[config.mk]
export PLATFORM = sky130hd
export DESIGN_NAME = stack_pointer_flat
export DESIGN_NICKNAME = d
export VERILOG_FILES = /design/src/rtl/sp_pkg.sv /design/src/rtl/stack_pointer_if.sv /design/src/rtl/sp_step.sv /design/src/rtl/stack_pointer.sv /design/src/flat_wrapper.sv
export SDC_FILE = /design/constraint.sdc
export NUM_CORES = 1
export LEC_CHECK = 0
export CAP_MARGIN = 20
export CORE_MARGIN = 1.5
export CORE_UTILIZATION = 51
export CTS_CLUSTER_SIZE = 28
export DETAILED_ROUTE_END_ITERATION = 8
export PLACE_DENSITY = 0.87
export SLEW_MARGIN = 5
export SYNTH_ARGS = -nofsm -noshare
export SYNTH_HDL_FRONTEND = slang
export SYNTH_HIERARCHICAL = 1
export SYNTH_SLANG_ARGS = --single-unit
[constraint.sdc]
create_clock -name clk -period 2.2 [get_ports clk]
set_input_delay 0.33 -clock clk [delete_from_list [all_inputs] [get_ports clk]]
set_output_delay 0.33 -clock clk [all_outputs]
set_load 0.005 [all_outputs]
[src/rtl/sp_pkg.sv]
// rtl/sp_pkg.sv - shared op encodings and default width for the stack pointer
package sp_pkg;

    localparam int SP_BITS = 8;

    typedef enum logic {
        SP_OP_DEC = 1'b0,
        SP_OP_INC = 1'b1
    } sp_op_e;

endpackage

[src/rtl/stack_pointer_if.sv]
// rtl/stack_pointer_if.sv - stack pointer step/value bundle; full/empty exist only with SP_FLAGS_EN
interface stack_pointer_if #(
    parameter int BITS = 8
);

    logic            write_enable;
    logic            op;
    logic [BITS-1:0] sp;
`ifdef SP_FLAGS_EN
    logic            full;
    logic            empty;
`endif

`ifdef SP_FLAGS_EN
    modport master (
        output write_enable,
        output op,
        input  sp,
        input  full,
        input  empty
    );

    modport slave (
        input  write_enable,
        input  op,
        output sp,
        output full,
        output empty
    );
`else
    modport master (
        output write_enable,
        output op,
        input  sp
    );

    modport slave (
        input  write_enable,
        input  op,
        output sp
    );
`endif

endinterface

[src/rtl/sp_step.sv]
// rtl/sp_step.sv - combinational saturating +/-1 of the pointer value
module sp_step
    import sp_pkg::*;
#(
    parameter int BITS = SP_BITS
) (
    input  logic [BITS-1:0] i_value,
    input  logic            i_op,
    output logic [BITS-1:0] o_next
);

    logic w_at_max;
    logic w_at_min;

    assign w_at_max = (i_value == {BITS{1'b1}});
    assign w_at_min = (i_value == {BITS{1'b0}});

    // Saturate at either end instead of wrapping.
    always_comb begin
        o_next = i_value;
        if (i_op == SP_OP_INC) begin
            if (!w_at_max) begin
                o_next = i_value + BITS'(1);
            end
        end else begin
            if (!w_at_min) begin
                o_next = i_value - BITS'(1);
            end
        end
    end

endmodule

[src/rtl/stack_pointer.sv]
// rtl/stack_pointer.sv - saturating up/down stack pointer register; SP_FLAGS_EN adds full/empty
module stack_pointer
    import sp_pkg::*;
#(
    parameter int BITS = SP_BITS
) (
    input  logic clk,
    input  logic rst_n,
    stack_pointer_if.slave bus
);

    logic [BITS-1:0] r_sp;
    logic [BITS-1:0] w_next;

    sp_step #(
        .BITS (BITS)
    ) u_step (
        .i_value (r_sp),
        .i_op    (bus.op),
        .o_next  (w_next)
    );

    // Reset wins over a concurrent step request.
    always_ff @(posedge clk) begin
        if (!rst_n) begin
            r_sp <= '0;
        end else if (bus.write_enable) begin
            r_sp <= w_next;
        end
    end

    assign bus.sp = r_sp;

`ifdef SP_FLAGS_EN
    assign bus.full  = (r_sp == {BITS{1'b1}});
    assign bus.empty = (r_sp == {BITS{1'b0}});
`endif

endmodule

[src/flat_wrapper.sv]
// flat-port wrapper written by rule: the top's interface ports become plain ports
module stack_pointer_flat import sp_pkg::*;
#(
    parameter int BITS = SP_BITS
)
  (clk, rst_n, bus_write_enable, bus_op, bus_sp);
  stack_pointer_if #(.BITS(BITS)) bus_i ();
  input  logic clk;
  input  logic rst_n;
  input wire logic [$bits(bus_i.write_enable)-1:0] bus_write_enable;
  input wire logic [$bits(bus_i.op)-1:0] bus_op;
  output wire logic [$bits(bus_i.sp)-1:0] bus_sp;
  assign bus_i.write_enable = bus_write_enable;
  assign bus_i.op = bus_op;
  assign bus_sp = bus_i.sp;
  stack_pointer #(.BITS(BITS)) u_core (.clk(clk), .rst_n(rst_n), .bus(bus_i));
endmodule
# After elaboration in Yosys (flattened, before gate mapping)
# Cells that the tools add are included.
[classes] muxes=3 n_reduce_logical=2 n_eq_ne=3 addsub=2
[ops] cell="two-way mux 8 bit" n=3
[ops] cell="adder 8 x 1 -> 8 bit, second input constant" n=1
[ops] cell="equality test 8 bit, second input constant" n=1
[ops] cell="zero test 8 bit" n=1
[ops] cell="subtractor 8 x 1 -> 8 bit, second input constant" n=1
[ops] cell="!= test 2 bit, second input constant" n=2
[ops] cell="AND reduction 3 bit" n=1
[totals] word_cells=11 ff_bits=8 inputBits=4

# Depth between registers and ports, before layout
[depth] ltp_word=3 ltp_mapped=9 mapped_depth_nobuf=8

# Cells and area by module
# The synthesis kept the hierarchy.
[modules_own_cells] mod="sp_step" instances=1 cells_each=64 area_each_um2=410.4
[modules_own_cells] mod="stack_pointer" instances=1 cells_each=25 area_each_um2=301.5

# Least setup slack after synthesis
# Ideal clock, no wire load.
[synth_path] path_kind="reg-to-reg" start="register u_core.r_sp[1] (netlist: u_core/bus.sp[1])" end="register u_core.r_sp[7] (netlist: u_core/bus.sp[7])" path_buffers=1 path_slack_ps=438 stages_incl_launch_ff=9 t_arrival_ps=1696 setup_time_ps=65 required_ps=2135 synth_period_minus_slack_ps=1762 path_cell_list="dfxtp_1 -> clkbuf_1 -> inv_1 -> ha_1 -> a31oi_1 -> a311oi_1 -> a211oi_1 -> mux2i_1 -> nor2b_1"
[synth_via] elab_chain_cells=3 elab_cells_between_ends=10 cone_classes="add/sub: 2; eq/ne: 3; mux: 3; reduce/logical: 2"
[synth_lines] item="start, declared" line="stack_pointer.sv:12" rtl="logic [BITS-1:0] r_sp;"
[synth_lines] item="start signal, assigned" line="stack_pointer.sv:28" rtl="r_sp <= w_next;"
[synth_lines] item="subtractor 8 x 1 -> 8 bit or adder 8 x 1 -> 8 bit (tied branches)" line="sp_step.sv:27, sp_step.sv:23"
[synth_lines] item="two-way mux 8 bit (on tied branches)" line="sp_step.sv:26, sp_step.sv:22"
[synth_lines] item="two-way mux 8 bit (*)" line="sp_step.sv:21" rtl="if (i_op == SP_OP_INC) begin"
[synth_lines] item="net u_core.w_next[7]" line="stack_pointer.sv:13" rtl="logic [BITS-1:0] w_next;"
# Mark *: on every way through the listed nets, which the timed path passes. The rest lies on a longest branch. The select of a mux whose other input is x is not followed.
# A chain may end at the register's enable or synchronous reset.

# Final worst setup path
[layout_path] start="register u_core.r_sp[4] (netlist: u_core/bus.sp[4])" end="register u_core.r_sp[1] (netlist: u_core/bus.sp[1])"
[layout_via] elab_chain_cells=3 elab_cells_between_ends=5 cone_classes="eq/ne: 3; reduce/logical: 2"
[layout_lines] item="equality test 8 bit or zero test 8 bit (tied branches)" line="sp_step.sv:15, sp_step.sv:16"
[layout_lines] item="!= test 2 bit (no line)"
[layout_lines] item="AND reduction 3 bit (no line) (*)"
# Every way passes the cells marked *; elsewhere a longest branch is shown, timed or not.

==> flow_metrics.py <==
metrics = {
    "floorplan": {
        "fp.coreArea_um2": 1301,
        "rows": 13,
        "die_w_um": 40.36,
        "die_h_um": 40.36,
        "die-area_um2": 1629,
        "io-pin-count": 12,
        "start_util": 0.5471,
    },
    "clocking": {
        "holdBufCountCts": 0,
        "clk_pin_slew_ps": 60,
        "ctsHtreeMaxLevel": 1,
        "clockRootBuffer": "clkbuf_4",
        "clk_latency_ps": 270,
        "cts_max_path_buffers": 2,
        "cts_sinks": 8,
        "numCtsBuffers": 3,
        "cts_resized": 0,
        "cts_tree": "yes",
        "post_cts_buffers": 0,
    },
    "setup_path": {
        "rrSetupSlack_ps": 290,
        "startpoint_type": "register",
        "worstSetupPathType": "register to register",
        "path_depth": 7,
        "cp-startpoint": "u_core/bus.sp[4]",
        "cp_cell_sequence": "nor4_1 > buf_4 > nand3_1 > o21a_1 > a22oi_1 > mux2i_1 > nor2b_1",
        "cpPeakStageDelay_ps": 440,
        "worst-path-max-fanout": 10,
        "endpoint": "u_core/bus.sp[1]",
        "critPathRequiredTime_ps": 2400,
        "cp-end-kind": "register",
        "crit_buf_inv": 1,
        "path_delay_family": "simple AND/OR/NAND/NOR gates",
        "timing.rr.end": "u_core/bus.sp[1]",
        "critical_path.slowest_cell": "nor4_1",
        "cp.arrival_ps": 2110,
        "r2r_cells": 7,
        "reg2reg_from": "u_core/bus.sp[4]",
    },
    "detailed_routing": {
        "routedWlPerCell_um": 15.43,
        "drc": 0,
        "ant_nets": 0,
        "dr.pass1.iters": 4,
        "drt_iter0_drc": 36,
        "drt_wl_total_um": 1821,
        "vias_per_cell": 6.127,
        "vias": 723,
    },
    "grt": {
        "antenna_found_initial": 0,
        "grt_first_pass_wirelength_um": 2711,
        "grt_pass1_vias": 586,
        "grtUsageTotal": 0.2543,
        "grt-ovfl-total": 0,
        "grt_max_degree": 13,
    },
    "yosys": {
        "synth_cell_type_count": 34,
        "synth_most_common_cell": "mux2i_1",
        "synth_cells": 89,
        "synth.largest_area_cell": "dfxtp_1",
        "synthTopCellsByArea": "dfxtp_1 22%, mux2i_1 13%, nor2b_1 7.0%",
        "ys.flop_type": "dfxtp_1",
        "synth_common_cells": "9 x mux2i_1, 8 x dfxtp_1, 8 x nor2b_1",
        "synth_edf_count": 0,
        "netlist_area_um2": 711.9,
        "postSynthAreaPerCell_um2": 7.999,
        "seq_area_frac_synth": 0.2250,
        "async_reset_ff_frac": 0,
        "synth_top_area_share": 0.2250,
        "synth_nets": 96,
        "ys_ff_latch": 8,
        "yosysWarnings": 6,
    },
    "status": {
        "status": "completed",
    },
    "final_layout": {
        "nNetsFinal": 112,
        "instances_no_fill": 118,
        "seqCellArea_um2": 160.2,
        "largest_reg_flops": 8,
        "layout-drive-gt1-share": 0.1068,
        "final_util": 0.6673,
        "area_growth_pct": 21.97,
        "multi_input_area_um2": 496.7,
        "n_fill_cell": 118,
        "insertedDiodeCount": 0,
        "fin_area_um2": 868.3,
    },
    "sta": {
        "finalSetupViolCount": 0,
        "rsz0062_at_grt": "no",
        "worstMarginPinSlew_ps": 507.7,
        "hold_viol": 0,
        "fin_crit_ps": 1910,
        "fin_crit_sh": 0.8680,
        "finalSetupTns_ps": 0,
        "fin_skew_ps": 3.216,
        "whs_ps": 621.6,
        "relSlewSlack": 0.6605,
        "slew_violations": 0,
        "max_freq_mhz": 523.7,
    },
    "placement": {
        "gp_congestion": 0.8866,
        "dpl.cell_count": 115,
        "placed_area_um2": 845.8,
        "place_hpwl_um": 1246,
        "io_buffers": 11,
    },
    "pwr": {
        "peakVddDrop_v": 0.0009493,
        "total_leakage_power_nw": 0.3478,
        "power_density_nw_per_um2": 1388,
    },
    "min_path": {
        "hp-class": "register to register",
        "hold_start": "u_core/bus.sp[7]",
    },
    "flow_run": {
        "cap_viol_max_count": 0,
    },
}
[logic make-up (layout without fill, tap and decap cells)]
logic type	after synthesis	after routing	share of synthesized area
xor+xnor	4	4	0.04922
fa+ha+maj	3	3	0.05273
buf+inv	10	24	0.07732
compound gates	24	24	0.2320
flops	8	8	0.2250
simple gates	31	31	0.2373
mux	9	9	0.1265
[report_power, final]
part	internal, W	switching [W]	total (W)
sequential	0.000195	0.0000835	0.000278
clock	0.0000633	0.0000620	0.000125
combinational	0.000414	0.000388	0.000802
total	0.000672	0.000534	0.00121
[through the flow]
stage               total power [W]  setup slack (ps)
detailed placement         0.001061             226.3
CTS                        0.001196             380.8
global placement           0.001038             310.7
finish                     0.001206             290.4
floorplan                 0.0008053             438.4
global route               0.001303             188.7
[layout make-up]
type | instances | share of cell area
well taps | 15 | 0.02161
repair buffers | 17 | 0.1787
flip-flops and latches | 8 | 0.1844
clock buffers | 3 | 0.02594
inverters | 4 | 0.01729
multi-input cells | 71 | 0.5720
[worst reg2reg max path, stage by stage, from the launching register on]
cell,delay (ps)
dfxtp_1,400
nor4_1,450
buf_4,190
nand3_1,160
o21a_1,220
a22oi_1,180
mux2i_1,100
nor2b_1,150
[how the worst min path moves through the flow]
stage | to | depth (start not counted)
finish | u_core/bus.sp[7] | 2
floorplan | u_core/bus.sp[0] | 1
global placement | u_core/bus.sp[7] | 2
CTS | u_core/bus.sp[7] | 2
global route | u_core/bus.sp[7] | 2
detailed placement | u_core/bus.sp[7] | 2
[layer usage]
| metal | vias up | GRT usage | wire [um] |
|---|---|---|---|
| li1 | 363 | - | - |
| met1 | 333 | 0.3344 | 802 |
| met2 | 23 | 0.3889 | 899 |
| met3 | 4 | 0.05000 | 87 |
| met4 | 0 | 0.1250 | 32 |
| met5 | - | 0 | 0 |
[cell usage in the layout (no fill, tap or decap), types with 3 or more instances in the layout]
cell | netlist | final
clkdlybuf4s50_1 | 0 | 11
ha_1 | 3 | 3
buf_4 | 0 | 6
a31oi_1 | 4 | 4
dfxtp_1 | 8 | 8
nor2_1 | 4 | 4
mux2i_1 | 9 | 9
nor2b_1 | 8 | 8
nor3_1 | 5 | 5
o21ai_0 | 4 | 4
inv_1 | 4 | 4
clkbuf_4 | 0 | 3
nand3_1 | 4 | 4
Power figures use the tool's default switching activity.
==> patch 1, RTL diff (config.mk and constraints unchanged) <==
`SP_BITS`: 8 -> 10.
--- a/src/rtl/sp_pkg.sv
+++ b/src/rtl/sp_pkg.sv
@@ -1,7 +1,7 @@
 // rtl/sp_pkg.sv - shared op encodings and default width for the stack pointer
 package sp_pkg;
 
-    localparam int SP_BITS = 8;
+    localparam int SP_BITS = 10;
 
     typedef enum logic {
         SP_OP_DEC = 1'b0,
Ports: changed (resized bus_sp); port bits go from 12 to 14. No check against the original RTL was run, so the function may have changed too.
==> patch 1 against the original RTL <==
- total power increased by 47%
- synthesized area rose by 25%
- via count grew 24%
- first-iteration DRC count grew 25%
- sequential cell count up 2
- fmax is 7.4% lower
- count of clock-buffer cells in the layout rose by 1
- combinational power is 46% higher
- routed wire length grew 19%
- setup slack worse by 0.15 ns
- sequential share of layout area fell by 0.28 points
- design area grew 27%
- final cell count rose by 19%
- critical path type unchanged
- synthesized cell count grew 21%
==> patch 1: results (changes against the original RTL) <==
Post-place setup slack: -0.0195 ns (was 0.226 ns)
Final std cells w/o fill: 141 (was 118)
Met2 GRT Util: 40.6% (was 38.9%)
Outcome: finished clean (unchanged)
Total CTS buffers: 3 (unchanged)
Area contributors post-synth: dfxtp_1, mux2i_1, nor2b_1, nor3_1, o32ai_1 (was dfxtp_1, mux2i_1, nor2b_1, ha_1, a31oi_1)
Avg Synthesized Cell Area: 8.26 sq um (was 8.00 sq um)
Met3 Routed Length: 194 microns (was 87 microns)
Max-slew headroom: 73.9% (was 66.0%)
Root Buffer: clkbuf_4 (unchanged)
CP max stage delay: 0.46 ns (was 0.44 ns)
Routability Congestion: 0.909 (was 0.887)
Crit path max-delay family: simple AND/OR/NAND/NOR gates (unchanged)
HP Class: register to register (unchanged)
Mapped Nets: 114 (was 96)
Post CTS Setup Buffer Count: 0 (unchanged)
Longest Clk Path Bufs: 2 (unchanged)
Clock transition at path regs: 0.07 ns
Post-synth ARST share: 0% (unchanged)
Met1 Wirelength: 949 microns (was 802 microns)
Vias in the first global route: 795 (was 586)
Total Wirelength: 2160 microns (was 1820 microns)
Skew-Pair Late Insertion Delay: 0.27 ns (about the same)
Largest register FFs: 10 (was 8)
Post-CTS resize count: 0 (unchanged)
Slowest-stage cell, CP: dfxtp_1 (was nor4_1)
Synth warn: 6 (unchanged)
Initial antenna violation count: 0 (unchanged)
Via/cell ratio: 6.37 (was 6.13)
Htree depth: 1 (unchanged)
Leakage: 0.430 nW (was 0.348 nW)
Peak VDD IR: 0.00121 V (was 0.000949 V)
Initial DRC count: 45 (was 36)
Layout Nets: 132 (was 112)
Post-synth top cells: mux2i_1, nor2b_1, dfxtp_1, nor3_1, inv_1 (was mux2i_1, dfxtp_1, nor2b_1, nor3_1)
Largest net degree at the start of global routing: 12 (was 13)
Global routing's busiest layer: met2 (unchanged)
Top_reg_cell synth: dfxtp_1 (unchanged)
Antenna diodes: 0 (unchanged)
CP Max Fanout: 7 (was 10)
First-pass GRT wire length: 3660 microns (was 2710 microns)
Drt first pass iters: 4 (unchanged)
Met1 global-route usage: 33.1% (was 33.4%)
Register area share after synthesis: 22.4% (was 22.5%)
Fill cell count: 133 (was 118)
Global Route met3 Usage: 3.60% (was 5.00%)
Cell variety after synth: 37 (was 34)
Met2 WL: 999 microns (was 899 microns)
Layout Skew: 0.00653 ns (was 0.00322 ns)
Total GRT Usage: 24.5% (was 25.4%)
Critical Path AT: 2.27 ns (was 2.11 ns)
DR top layer: met4 (unchanged)
Fraction of layout cells with a size suffix above 1: 15.2% (was 10.7%)
Number of I/O port buffers: 13 (was 11)
Hold Buf Count CTS: 0 (unchanged)
Hpwl dp: 1530 microns (was 1250 microns)
==> patch 1: power breakdown <==
group          total [mW]  switching, mW  internal, mW
Combinational        1.17          0.537         0.630
Clock               0.168         0.0674         0.100
Sequential          0.437          0.182         0.255
==> patch 1: cells by family after synthesis <==
kind of cell             synth area share (%)
multiplexers                             16.8
AND/OR/NAND/NOR                          30.0
buffers and inverters                    7.01
flip-flops                               22.4
adder cells (fa/ha/maj)                  2.80
AO/OA/AOI/OAI                            16.0
XOR/XNOR                                 4.91
==> patch 1: layout make-up <==
| cell class | count | area [sq um] | share of cell area [%] |
|---|---|---|---|
| clock buffers | 4 | 36.3 | 3.29 |
| inverters | 6 | 22.5 | 2.04 |
| multi-input cells | 85 | 641 | 58.1 |
| flip-flops and latches | 10 | 200 | 18.2 |
| well taps | 16 | 20.0 | 1.82 |
| repair buffers | 20 | 183 | 16.6 |
==> patch 1: final timing paths <==
kind	endpoint	cells after the start	slack, ns	start
max reg2reg	u_core/bus.sp[4]	8	0.14	u_core/bus.sp[0]
min reg2reg	u_core/bus.sp[0]	2	0.62	u_core/bus.sp[0]
max	u_core/bus.sp[4]	8	0.14	u_core/bus.sp[0]
min	u_core/bus.sp[0]	2	0.62	u_core/bus.sp[0]
==> patch 1: metrics by stage <==
stage / cell area [sq um] / total power, mW / hold slack [ns] / setup TNS [ns] / utilization, %
CTS: 1090 / 1.74 / 0.625 / 0 / 69.2
global route: 1100 / 1.90 / 0.693 / -0.00941 / 69.9
detailed placement: 1050 / 1.55 / 0.611 / -0.0386 / 66.9
floorplan: 892 / 1.20 / 0.458 / 0 / -
finish: 1100 / 1.77 / 0.624 / 0 / 69.9
global placement: 1050 / 1.51 / 0.601 / 0 / 66.9
==> patch 2, RTL diff (same flow settings) <==
Made on the original files. Make the reset (`rst_n`) asynchronous in one clocked block.
--- a/src/rtl/stack_pointer.sv
+++ b/src/rtl/stack_pointer.sv
@@ -21,7 +21,7 @@
     );
 
     // Reset wins over a concurrent step request.
-    always_ff @(posedge clk) begin
+    always_ff @(posedge clk or negedge rst_n) begin
         if (!rst_n) begin
             r_sp <= '0;
         end else if (bus.write_enable) begin
Check against the original RTL: differs if rst_n is asserted again (counterexample within 4 cycles, from zero or initial values and one cycle with rst_n low); with rst_n held inactive, the same outputs for 10 cycles.
==> patch 2 against the original RTL <==
- total power rose by 2.9%
- setup slack worse by 0.15 ns
- sequential cell count is the same
- routed wire length up 3.3%
- synthesized area increased by 4.2%
- clock skew fell by 0.0010 ns
- critical path depth fell by 2
- design area increased by 5.2%
- sequential power up 17%
- largest cell class unchanged
==> patch 2: results (changes against the original RTL) <==
Reg2reg setup slack: 0.14 ns (was 0.29 ns)
Routed WL per cell: 16.8 microns (was 15.4 microns)
Max-slew headroom: 57.5% (was 66.0%)
Reg-to-Reg End: u_core/bus.sp[3] (was u_core/bus.sp[1])
Mapped Nets: 88 (was 96)
Routability Congestion: 0.952 (was 0.887)
Skew-Pair Late Insertion Delay: 0.25 ns (was 0.27 ns)
Via/cell ratio: 6.83 (was 6.13)
Top_reg_cell synth: dfrtp_1 (was dfxtp_1)
Compound-gate portion of the synthesized area: 22.3% (was 23.2%)
Fill cell count: 117 (was 118)
Register area share after synthesis: 27.0% (was 22.5%)
Longest Clk Path Bufs: 2 (unchanged)
Post-CTS resize count: 0 (unchanged)
Clock transition at path regs: 0.05 ns
RR Startpoint: u_core/bus.sp[3] (was u_core/bus.sp[4])
Synth warn: 6 (unchanged)
Largest register FFs: 8 (unchanged)
Number of I/O port buffers: 11 (unchanged)
Initial antenna violation count: 0 (unchanged)
Post-synth top cells: dfrtp_1, mux2_4, nor3_1 (was mux2i_1, dfxtp_1, nor2b_1, nor3_1)
Initial DRC count: 50 (was 36)
Post-Synth XOR/XNOR Area: 4.72% (was 4.92%)
Worst r2r path cells: 5 (was 7)
Avg Synthesized Cell Area: 9.16 sq um (was 8.00 sq um)
Root Buffer: clkbuf_4 (unchanged)
Outcome: finished clean (unchanged)
Area contributors post-synth: dfrtp_1, mux2_4, ha_1, a31oi_1, nor3_1 (was dfxtp_1, mux2i_1, nor2b_1, ha_1, a31oi_1)
Mux cell area share after synthesis: 17.5% (was 12.7%)
DP Cell Count: 109 (was 115)
Routed via count: 765 (was 723)
First-pass GRT wire length: 2830 microns (was 2710 microns)
Layout Skew: 0.00217 ns (was 0.00322 ns)
HP Class: primary input to asynchronous set/reset pin (was register to register)
Peak VDD IR: 0.000833 V (was 0.000949 V)
Fraction of layout cells with a size suffix above 1: 21.6% (was 10.7%)
Post-Synth Adder-Cell Area: 5.06% (was 5.27%)
Cell variety after synth: 34 (unchanged)
Crit path max-delay family: compound AO/OA/AOI/OAI gates (was simple AND/OR/NAND/NOR gates)
CP Max Fanout: 11 (was 10)
Slowest-stage cell, CP: dfrtp_1 (was nor4_1)
Htree depth: 1 (unchanged)
Leakage: 0.395 nW (was 0.348 nW)
Total GRT Usage: 26.0% (was 25.4%)
Critical Path AT: 2.20 ns (was 2.11 ns)
Vias in the first global route: 641 (was 586)
Post-synth ARST share: 100% (was 0%)
Drt first pass iters: 5 (was 4)
Synth top area share: 27.0% (was 22.5%)
Post CTS Setup Buffer Count: 0 (unchanged)
CP max stage delay: 0.49 ns (was 0.44 ns)
Antenna diodes: 0 (unchanged)
Switching share of power: 41.5% (was 44.3%)
Hpwl dp: 1340 microns (was 1250 microns)
Largest net degree at the start of global routing: 12 (was 13)
## patch 2: routing by layer
metal	vias up	wire length [microns]	track usage [%]	part of all wire (%)
met5	-	0	0	0
met4	0	48	13.7	2.6
met3	9	174	6.52	9.3
met2	54	861	39.5	46
met1	357	797	33.3	42
li1	345	-	-	-
## patch 2: cell type report
class / count / area [sq um] / share of cell area [%]
clock buffers: 3 / 22.5 / 2.47
inverters: 4 / 15.0 / 1.64
flip-flops and latches: 8 / 200 / 21.9
well taps: 15 / 18.8 / 2.05
multi-input cells: 63 / 487 / 53.3
repair buffers: 19 / 170 / 18.6
## patch 2: power by group through the flow
stage | Sequential (mW) | Clock, mW | Combinational (mW)
after floorplan | 0.308 | 0 | 0.496
after global placement | 0.321 | 0 | 0.746
after detailed placement | 0.324 | 0 | 0.780
after CTS | 0.324 | 0.117 | 0.788
after global routing | 0.339 | 0.126 | 0.863
final | 0.325 | 0.113 | 0.803
## patch 2: cells by family after synthesis
group / Yosys count
AO/OA/AOI/OAI: 24
XOR/XNOR: 4
multiplexers: 9
adder cells (fa/ha/maj): 3
flip-flops: 8
AND/OR/NAND/NOR: 23
buffers and inverters: 10
## patch 2: worst max path at each step
stage                     cells after the start               end        startpoint  slack (ns)
after floorplan                               6  u_core/bus.sp[5]  u_core/bus.sp[4]        0.29
after global placement                        5  u_core/bus.sp[5]            bus_op        0.25
after detailed placement                      5  u_core/bus.sp[5]            bus_op        0.21
after CTS                                     5  u_core/bus.sp[5]  u_core/bus.sp[3]        0.23
after global routing                          5  u_core/bus.sp[2]  u_core/bus.sp[3]        0.03
final                                         5  u_core/bus.sp[3]  u_core/bus.sp[3]        0.14
## patch 2: stage by stage
step	setup slack, ns	hold slack, ns	util, %	instance area (sq um)
2_1_floorplan	0.286	0.0344	-	742
3_3_place_gp	0.246	0.632	66.8	891
3_5_place_dp	0.206	0.646	66.8	891
4_1_cts	0.230	0.373	68.5	913
5_1_grt	0.0330	0.392	68.5	913
6_report	0.141	0.369	68.5	913
